$ cat src/rtl/cavlc_pkg.sv
// Shared constants for the CAVLC coefficient statistics block.
package cavlc_pkg;

  localparam int unsigned DEF_WIDTH    = 9;
  localparam int unsigned DEF_NUM_COEF = 16;
  localparam int unsigned DEF_CNT_W    = 5;

  // Two-state block FSM: collecting coefficients, then holding results
  localparam logic ST_ACCUM = 1'b0;
  localparam logic ST_HOLD  = 1'b1;

  // Trailing-ones count saturates here
  localparam logic [1:0] T1_MAX = 2'd3;

endpackage

$ cat src/rtl/cavlc_level_buf.sv
// Simple dual-port level RAM: one write port, one synchronous read port (1-cycle latency).
// Contents are not reset.
module cavlc_level_buf #(
  parameter int unsigned Width = 9,
  parameter int unsigned Depth = 16,
  parameter int unsigned AddrW = 4
) (
  input  logic             clk_i,
  input  logic             we_i,
  input  logic [AddrW-1:0] waddr_i,
  input  logic [Width-1:0] wdata_i,
  input  logic [AddrW-1:0] raddr_i,
  output logic [Width-1:0] rdata_o
);

  logic [Width-1:0] mem_q [Depth];

  // Write and registered read share the clock
  always_ff @(posedge clk_i) begin
    if (we_i) begin
      mem_q[waddr_i] <= wdata_i;
    end
    rdata_o <= mem_q[raddr_i];
  end

endmodule

$ cat src/rtl/cavlc_coeff_stats.sv
// CAVLC header statistics for one 4x4 block of zigzag-ordered coefficients:
// TotalCoeff, TrailingOnes, T1 signs and TotalZeros, held under valid/ready.
// Optional level buffer enabled by defining CAVLC_LEVEL_BUF_EN.
module cavlc_coeff_stats
  import cavlc_pkg::*;
#(
  parameter int unsigned WIDTH    = DEF_WIDTH,
  parameter int unsigned NUM_COEF = DEF_NUM_COEF,
  parameter int unsigned CNT_W    = DEF_CNT_W
) (
  input  logic             clk,
  input  logic             rst,
  input  logic             in_valid,
  input  logic [WIDTH-1:0] in_data,
  output logic             in_ready,
  output logic             stats_valid,
  input  logic             stats_ready,
  output logic [CNT_W-1:0] total_coeff,
  output logic [1:0]       trailing_ones,
  output logic [2:0]       t1_signs,
  output logic [3:0]       total_zeros
`ifdef CAVLC_LEVEL_BUF_EN
  ,
  input  logic [3:0]       lvl_rd_addr,
  output logic [WIDTH-1:0] lvl_rd_data
`endif
);

  localparam int unsigned IdxW = $clog2(NUM_COEF);

  logic            state_q, state_d;
  logic [IdxW-1:0] idx_q, idx_d;
  logic [IdxW-1:0] last_nz_q, last_nz_d;
  logic [CNT_W-1:0] tc_q, tc_d;
  logic [1:0]      t1_q, t1_d;
  logic [2:0]      sr_q, sr_d;

  logic accept;
  logic is_nz;
  logic is_one;

  assign accept = in_valid && (state_q == ST_ACCUM);
  assign is_nz  = (in_data != '0);
  // Direct compare against +1 / -1 so -2^(WIDTH-1) never goes through an abs()
  assign is_one = (in_data == WIDTH'(1)) || (in_data == {WIDTH{1'b1}});

  // Next-state: accumulate on accepted beats, clear on stats handshake
  always_comb begin
    state_d   = state_q;
    idx_d     = idx_q;
    last_nz_d = last_nz_q;
    tc_d      = tc_q;
    t1_d      = t1_q;
    sr_d      = sr_q;
    if (accept) begin
      if (is_nz) begin
        tc_d      = tc_q + CNT_W'(1);
        last_nz_d = idx_q;
        if (is_one) begin
          t1_d = (t1_q == T1_MAX) ? T1_MAX : t1_q + 2'd1;
          sr_d = {sr_q[1:0], in_data[WIDTH-1]};
        end else begin
          t1_d = '0;
          sr_d = '0;
        end
      end
      if (idx_q == IdxW'(NUM_COEF - 1)) begin
        idx_d   = '0;
        state_d = ST_HOLD;
      end else begin
        idx_d = idx_q + IdxW'(1);
      end
    end else if ((state_q == ST_HOLD) && stats_ready) begin
      state_d   = ST_ACCUM;
      idx_d     = '0;
      last_nz_d = '0;
      tc_d      = '0;
      t1_d      = '0;
      sr_d      = '0;
    end
  end

  // State registers with synchronous reset
  always_ff @(posedge clk) begin
    if (rst) begin
      state_q   <= ST_ACCUM;
      idx_q     <= '0;
      last_nz_q <= '0;
      tc_q      <= '0;
      t1_q      <= '0;
      sr_q      <= '0;
    end else begin
      state_q   <= state_d;
      idx_q     <= idx_d;
      last_nz_q <= last_nz_d;
      tc_q      <= tc_d;
      t1_q      <= t1_d;
      sr_q      <= sr_d;
    end
  end

  // Outputs come straight from registers; total_zeros uses mod-16 arithmetic,
  // which equals the low 4 bits of the full-width difference
  always_comb begin
    in_ready      = (state_q == ST_ACCUM);
    stats_valid   = (state_q == ST_HOLD);
    total_coeff   = tc_q;
    trailing_ones = t1_q;
    t1_signs      = sr_q;
    total_zeros   = (tc_q == '0) ? 4'd0 : (4'(last_nz_q) + 4'd1 - tc_q[3:0]);
  end

`ifdef CAVLC_LEVEL_BUF_EN
  // Nonzero levels stored in arrival order at address tc
  cavlc_level_buf #(
    .Width (WIDTH),
    .Depth (NUM_COEF),
    .AddrW (4)
  ) u_level_buf (
    .clk_i   (clk),
    .we_i    (accept && is_nz),
    .waddr_i (tc_q[3:0]),
    .wdata_i (in_data),
    .raddr_i (lvl_rd_addr),
    .rdata_o (lvl_rd_data)
  );
`endif

endmodule
$ cat config.mk
export PLATFORM = sky130hd
export DESIGN_NAME = cavlc_coeff_stats
export DESIGN_NICKNAME = d
export VERILOG_FILES = /design/src/rtl/cavlc_pkg.sv /design/src/rtl/cavlc_level_buf.sv /design/src/rtl/cavlc_coeff_stats.sv
export SDC_FILE = /design/constraint.sdc
export NUM_CORES = 1
export LEC_CHECK = 0
export CAP_MARGIN = 20
export CORE_MARGIN = 1
export CORE_UTILIZATION = 51
export DETAILED_ROUTE_END_ITERATION = 8
export GPL_TIMING_DRIVEN = 0
export HOLD_SLACK_MARGIN = 0.02
export PLACE_DENSITY = 0.9
export SETUP_SLACK_MARGIN = 0.5
export SLEW_MARGIN = 15
export SYNTH_ARGS = -nofsm -noshare
export SYNTH_HDL_FRONTEND = slang
export SYNTH_SLANG_ARGS = --single-unit
$ cat constraint.sdc
create_clock -name clk -period 4.6 [get_ports clk]
set_clock_uncertainty 0.1 [all_clocks]
set_input_delay 0.92 -clock clk [delete_from_list [all_inputs] [get_ports clk]]
set_output_delay 0.92 -clock clk [all_outputs]
set_load 0.01 [all_outputs]
==> impl_metrics.yaml, run 1 <==
synth:
  netlist_instances: 125
  yosys_warnings: 0
  synth_area_leaders: "dfxtp_1, ha_1, nand3_1"
  synth_flop_cell: "dfxtp_1"
  synth_edf_count: 0
  syn_nets: 146
  ys_types: 42
  synth_top_cell_area_share_pct: 34.5
  synth_seq_area_share_pct: 34.5
  syn_area_um2: 1100
  syn_avg_cell_area_um2: 8.82
  synth_largest_area_cell: "dfxtp_1"
  ys_ff_latch: 19
  async_flop_share_pct: 0
timing:
  worst_slack_ns: 1.00
  fmax_mhz: 278
  setup_viol: 0
  grt_setup_unrepaired: "no"
  slew_violations: 0
  maxSlewHeadroom_pct: 51.8
  fin_crit_sh_pct: 78.2
  post-route-min-period_ns: 3.60
  tns_ns: 0
  worst_pin_slew_ns: 0.714
  finalHoldViolCount: 0
worst_setup_path:
  regToRegSetupSlack_ns: 3.01
  end_kind: "output port"
  critical_path_class: "register to output port"
  reg2reg_depth: 4
  required_ns: 3.58
  startpoint: "total_coeff[2]$_SDFFE_PP0P_"
  rr_startpoint: "total_coeff[1]$_SDFFE_PP0P_"
  cp-start-kind: "register"
  crit_end: "total_zeros[3]"
  worst-path-max-fanout: 5
  arrival_ns: 2.58
  r2r_end: "total_coeff[4]$_SDFFE_PP0P_"
cts:
  clock-sinks: 19
  cts_tree: "yes"
  cts_resized: 0
  root_buffer: "clkbuf_4"
  clk_pin_slew_worst_paths_ns: 0.10
  htreeDepth: 1
  clk_latency_ns: 0.30
  cts_buffers: 3
  postCtsHoldBufs: 0
  clockBufferDepth: 2
  cts_setup_buffers: 0
placement:
  portBuffers: 28
  routabilityCongestion: 0.815
  detailedPlace.worstSlack_ns: 1.36
  dpl.hpwl_um: 1940
  place_inst: 180
  dpl_cell_area_um2: 1420
finish:
  area_growth_pct: 30.9
  layout_commonest_cell: "clkdlybuf4s50_1"
  nNetsFinal: 179
  stdcell_count: 184
  drive_above_1_share_pct: 7.64
  nFillCells: 161
  diodes: 0
  postLayoutCellArea_um2: 1440
  final_cell_mix: "clkdlybuf4s50_1, dfxtp_1, inv_1, nand3_1, a21oi_1"
power_and_ir_drop:
  p_leak_uw: 0.000497
  power_density_nw_per_um2: 220
  p_total_uw: 317
  ir_drop_mv: 0.153
global_routing:
  grt_pass1_vias: 977
  grt.overflow.total: 0
  grt_start_max_net_pins: 11
  gr-usage-met2_pct: 39.4
  antenna_found_initial: 0
  grt_busiest_layer: "met2"
  use_met3_pct: 2.20
  grt_pass1_wl_um: 4260
  grt_usage_pct: 22.7
  met1_usage_pct: 28.2
drt:
  routed_wl_um: 2510
  remaining_drc_errors: 0
  avgRoutedWirePerCell_um: 13.7
  ant_nets: 0
  viasPerCell: 6.02
  drt_first_iter_violations: 36
  vias: 1108
  drtPass1Iterations: 5
run:
  cap_violations: 0
floorplanning:
  die_x_um: 48.5
  num_io_pins: 29
  die_area_um2: 2350
  initial_utilization_pct: 55.1
  core_um2: 2000
  core.rowCount: 16
  die_y_um: 48.5
run_status:
  outcome: "completed"
worst_hold_path:
  hp-class: "register to register"
## kinds of logic after synthesis
group / count (synthesis) / synth area share (%)
adders and majority gates: 8 / 9.76
AOI/OAI and AO/OA: 30 / 19.2
buffers and inverters: 16 / 6.24
xor gates and xnor gates: 3 / 2.38
and+or+nand+nor: 49 / 27.9
DFF: 19 / 34.5
## sequential cells by signal (all words and copies together) (netlist names)
signal	flops
stats_valid	1
idx_q	4
total_coeff	5
trailing_ones	2
last_nz_q	4
t1_signs	3
## critical path, stage by stage (launching register included)
cell,delay [ns]
dfxtp_1,0.46
inv_1,0.13
ha_1,0.34
fa_1,0.43
xnor2_1,0.18
xnor2_1,0.10
nor2_1,0.10
clkdlybuf4s50_1,0.54
## metrics by stage
stage	util, %	hold slack, ns
final	72.1	0.380
after global routing	72.1	0.393
after CTS	72.1	0.380
after detailed placement	70.8	0.366
after global placement	70.8	0.362
after floorplan	-	0.346
## metal layers
layer	vias up	part of all wire (%)
li1	519	-
met3	10	9.0
met5	-	0
met1	506	40
met2	73	48
met4	0	3.0
## power by group
| group | internal [uW] | switching [uW] |
|---|---|---|
| Sequential | 168 | 4.71 |
| Clock | 33.8 | 50.6 |
| Combinational | 31.0 | 29.2 |
| Total | 233 | 84.4 |
## Yosys cell counts, types with 3 or more instances
library cell,number
nor2b_1,4
clkbuf_1,3
a31oi_1,4
nand2_1,7
inv_1,11
a21oi_1,10
dfxtp_1,19
nor2_1,6
ha_1,7
nand3_1,11
o21ai_0,3
## worst min-delay path by stage
| stage | startpoint | slack (ns) | endpoint | cells past startpoint |
|---|---|---|---|---|
| 2_1_floorplan | idx_q[3]$_SDFFE_PP0P_ | 0.35 | last_nz_q[3]$_SDFFE_PP0P_ | 2 |
| 3_3_place_gp | last_nz_q[2]$_SDFFE_PP0P_ | 0.36 | last_nz_q[2]$_SDFFE_PP0P_ | 2 |
| 3_5_place_dp | last_nz_q[2]$_SDFFE_PP0P_ | 0.37 | last_nz_q[2]$_SDFFE_PP0P_ | 2 |
| 4_1_cts | last_nz_q[2]$_SDFFE_PP0P_ | 0.38 | last_nz_q[2]$_SDFFE_PP0P_ | 2 |
| 5_1_grt | last_nz_q[2]$_SDFFE_PP0P_ | 0.39 | last_nz_q[2]$_SDFFE_PP0P_ | 2 |
| 6_report | last_nz_q[2]$_SDFFE_PP0P_ | 0.38 | last_nz_q[2]$_SDFFE_PP0P_ | 2 |
## layout make-up
class | instances | area, um^2 | area share [%]
Multi-Input combinational cell | 90 | 653 | 45.3
Sequential cell | 19 | 380 | 26.4
Timing Repair Buffer | 28 | 280 | 19.4
Inverter | 11 | 41.3 | 2.86
Tap cell | 27 | 33.8 | 2.34
Buffer | 5 | 27.5 | 1.91
Clock buffer | 4 | 26.3 | 1.82
Power figures use the tool's default switching activity.
==> inputs of run 2 (changes only) <==
--- a/config.mk
+++ b/config.mk
@@ -7,11 +7,11 @@
 export LEC_CHECK = 0
 export CAP_MARGIN = 20
 export CORE_MARGIN = 1
-export CORE_UTILIZATION = 51
+export CORE_UTILIZATION = 43
 export DETAILED_ROUTE_END_ITERATION = 8
 export GPL_TIMING_DRIVEN = 0
 export HOLD_SLACK_MARGIN = 0.02
-export PLACE_DENSITY = 0.9
+export PLACE_DENSITY = 0.82
 export SETUP_SLACK_MARGIN = 0.5
 export SLEW_MARGIN = 15
 export SYNTH_ARGS = -nofsm -noshare
==> constraint.sdc (replaced) <==
create_clock -name clk -period 3.1 [get_ports clk]
set_clock_uncertainty 0.1 [all_clocks]
set_input_delay 0.62 -clock clk [delete_from_list [all_inputs] [get_ports clk]]
set_output_delay 0.62 -clock clk [all_outputs]
set_load 0.01 [all_outputs]
==> run 2 against run 1 <==
Against the previous run: sequential cell count is the same; worst hold slack gained 0.011 ns; die area is 18% higher; design area grew 6.7%; non-clock buffer count up 3; first-iteration DRC count shrank 36%; via count decreased by 3.9%; core utilization shrank 5.7 points; power is 52% higher; critical path depth increased by 2.
==> impl_metrics.yaml, run 2 (synthesized netlist as in run 1, its figures left out) <==
run_status:
  outcome: "completed"
finish:
  layout_commonest_cell: "clkdlybuf4s50_1"
  nFillCells: 205
  final_cell_mix: "clkdlybuf4s50_1, dfxtp_1, nand3_1, a21oi_1, inv_1"
  fin_util_pct: 66.4
  diodes: 0
  area_growth_pct: 39.6
  nNetsFinal: 182
  drive_above_1_share_pct: 18.8
  largest_reg_flops: 5
worst_setup_path:
  worst_path_max_delay_cell: "dfxtp_2"
  path_cells: "inv_2 -> ha_4 -> inv_2 -> ha_4 -> fa_2 -> xnor2_2 -> xnor2_1 -> nor2_1 -> buf_2"
  cp_slowest_stage_delay_ns: 0.35
  critical_path_class: "register to output port"
  end_kind: "output port"
  cp-start-kind: "register"
  arrival_ns: 2.00
  worst-path-max-fanout: 2
  required_ns: 2.38
placement:
  portBuffers: 28
  routabilityCongestion: 0.799
  dpl.hpwl_um: 1960
cts:
  postCtsHoldBufs: 0
  htreeDepth: 1
  clockBufferDepth: 2
  clk_latency_ns: 0.30
  root_buffer: "clkbuf_4"
  cts_tree: "yes"
  clk_pin_slew_worst_paths_ns: 0.10
  clock-sinks: 19
  cts_buffers: 3
drt:
  vias: 1065
  drtPass1Iterations: 4
  drt_first_iter_violations: 23
  avgRoutedWirePerCell_um: 13.8
  remaining_drc_errors: 0
  ant_nets: 0
  routed_wl_um: 2590
  viasPerCell: 5.66
power_and_ir_drop:
  p_total_uw: 482
  p_leak_uw: 0.000565
  power_density_nw_per_um2: 313
  ir_drop_mv: 0.243
run:
  cap_violations: 0
timing:
  tns_ns: 0
  setup_viol: 0
  finalHoldViolCount: 0
  fmax_mhz: 367
  slew_violations: 0
  worst_pin_slew_ns: 0.444
  maxSlewHeadroom_pct: 70.4
  grt_setup_unrepaired: "yes"
  whs_ns: 0.390
  fin_crit_sh_pct: 87.8
  post-route-min-period_ns: 2.72
floorplanning:
  core_um2: 2320
  die_y_um: 52.6
  initial_utilization_pct: 47.5
  core.rowCount: 17
  num_io_pins: 29
  die_area_um2: 2770
  die_x_um: 52.6
global_routing:
  grt_start_max_net_pins: 11
  antenna_found_initial: 0
  grt_pass1_wl_um: 4370
  grt.overflow.total: 0
  grt_pass1_vias: 1002
  grt_usage_pct: 21.3
worst_hold_path:
  hp-class: "register to register"
run 2: final timing paths:
check,start,endpoint,slack [ns],cells past startpoint
max reg2reg,stats_valid$_SDFFE_PP0P_,total_coeff[2]$_SDFFE_PP0P_,1.55,5
max,last_nz_q[1]$_SDFFE_PP0P_,total_zeros[3],0.38,9
min reg2reg,idx_q[3]$_SDFFE_PP0P_,last_nz_q[3]$_SDFFE_PP0P_,0.39,2
min,idx_q[3]$_SDFFE_PP0P_,last_nz_q[3]$_SDFFE_PP0P_,0.39,2
run 2: area by class of cell:
class | instances | area, um^2 | share of cell area [%]
tap | 28 | 35.0 | 2.28
timing repair buffer | 31 | 298 | 19.3
sequential | 19 | 393 | 25.5
clock buffer | 4 | 26.3 | 1.71
multi-input combinational | 90 | 718 | 46.7
inverter | 11 | 41.3 | 2.68
buffer | 5 | 27.5 | 1.79
run 2: report_power, final:
part | internal (uW) | leakage [uW] | total, uW | switching [uW]
registers | 248 | 0.000157 | 254 | 5.22
logic | 54.0 | 0.000393 | 103 | 49.3
clock network | 50.1 | 0.0000150 | 126 | 75.5
total | 353 | 0.000565 | 482 | 130
run 2: metal layers:
| layer | track usage (%) | vias up | share of wire (%) |
|---|---|---|---|
| li1 | - | 527 | - |
| met4 | 2.63 | 0 | 0.58 |
| met5 | 0 | - | 0 |
| met2 | 37.6 | 29 | 51 |
| met3 | 5.22 | 7 | 3.6 |
| met1 | 26.5 | 502 | 45 |
run 2: through the flow:
step / setup slack, ns / cell area, um^2 / cells
after CTS: 0.394 / 1530 / 187
after global routing: 0.299 / 1540 / 188
after detailed placement: 0.172 / 1420 / 181
after floorplan: 0.709 / 1100 / 125
final: 0.378 / 1540 / 188
after global placement: 0.228 / 1420 / 181
run 2: worst max-delay path: cells and delay by family, from the launching register on:
| family | cells | cell delay (ns) |
|---|---|---|
| adder cells (fa/ha/maj) | 3 | 0.75 |
| flip-flops | 1 | 0.35 |
| XOR/XNOR | 2 | 0.35 |
| buffers and inverters | 3 | 0.22 |
| AND/OR/NAND/NOR | 1 | 0.05 |
run 2: timing repair:
action / CTS / global route
resized for setup: 26 / 2
endpoints found under the hold margin: 0 / 0
setup endpoints to repair: 4 / 4
pin swaps: 3 / 3
setup buffers: 2 / 1
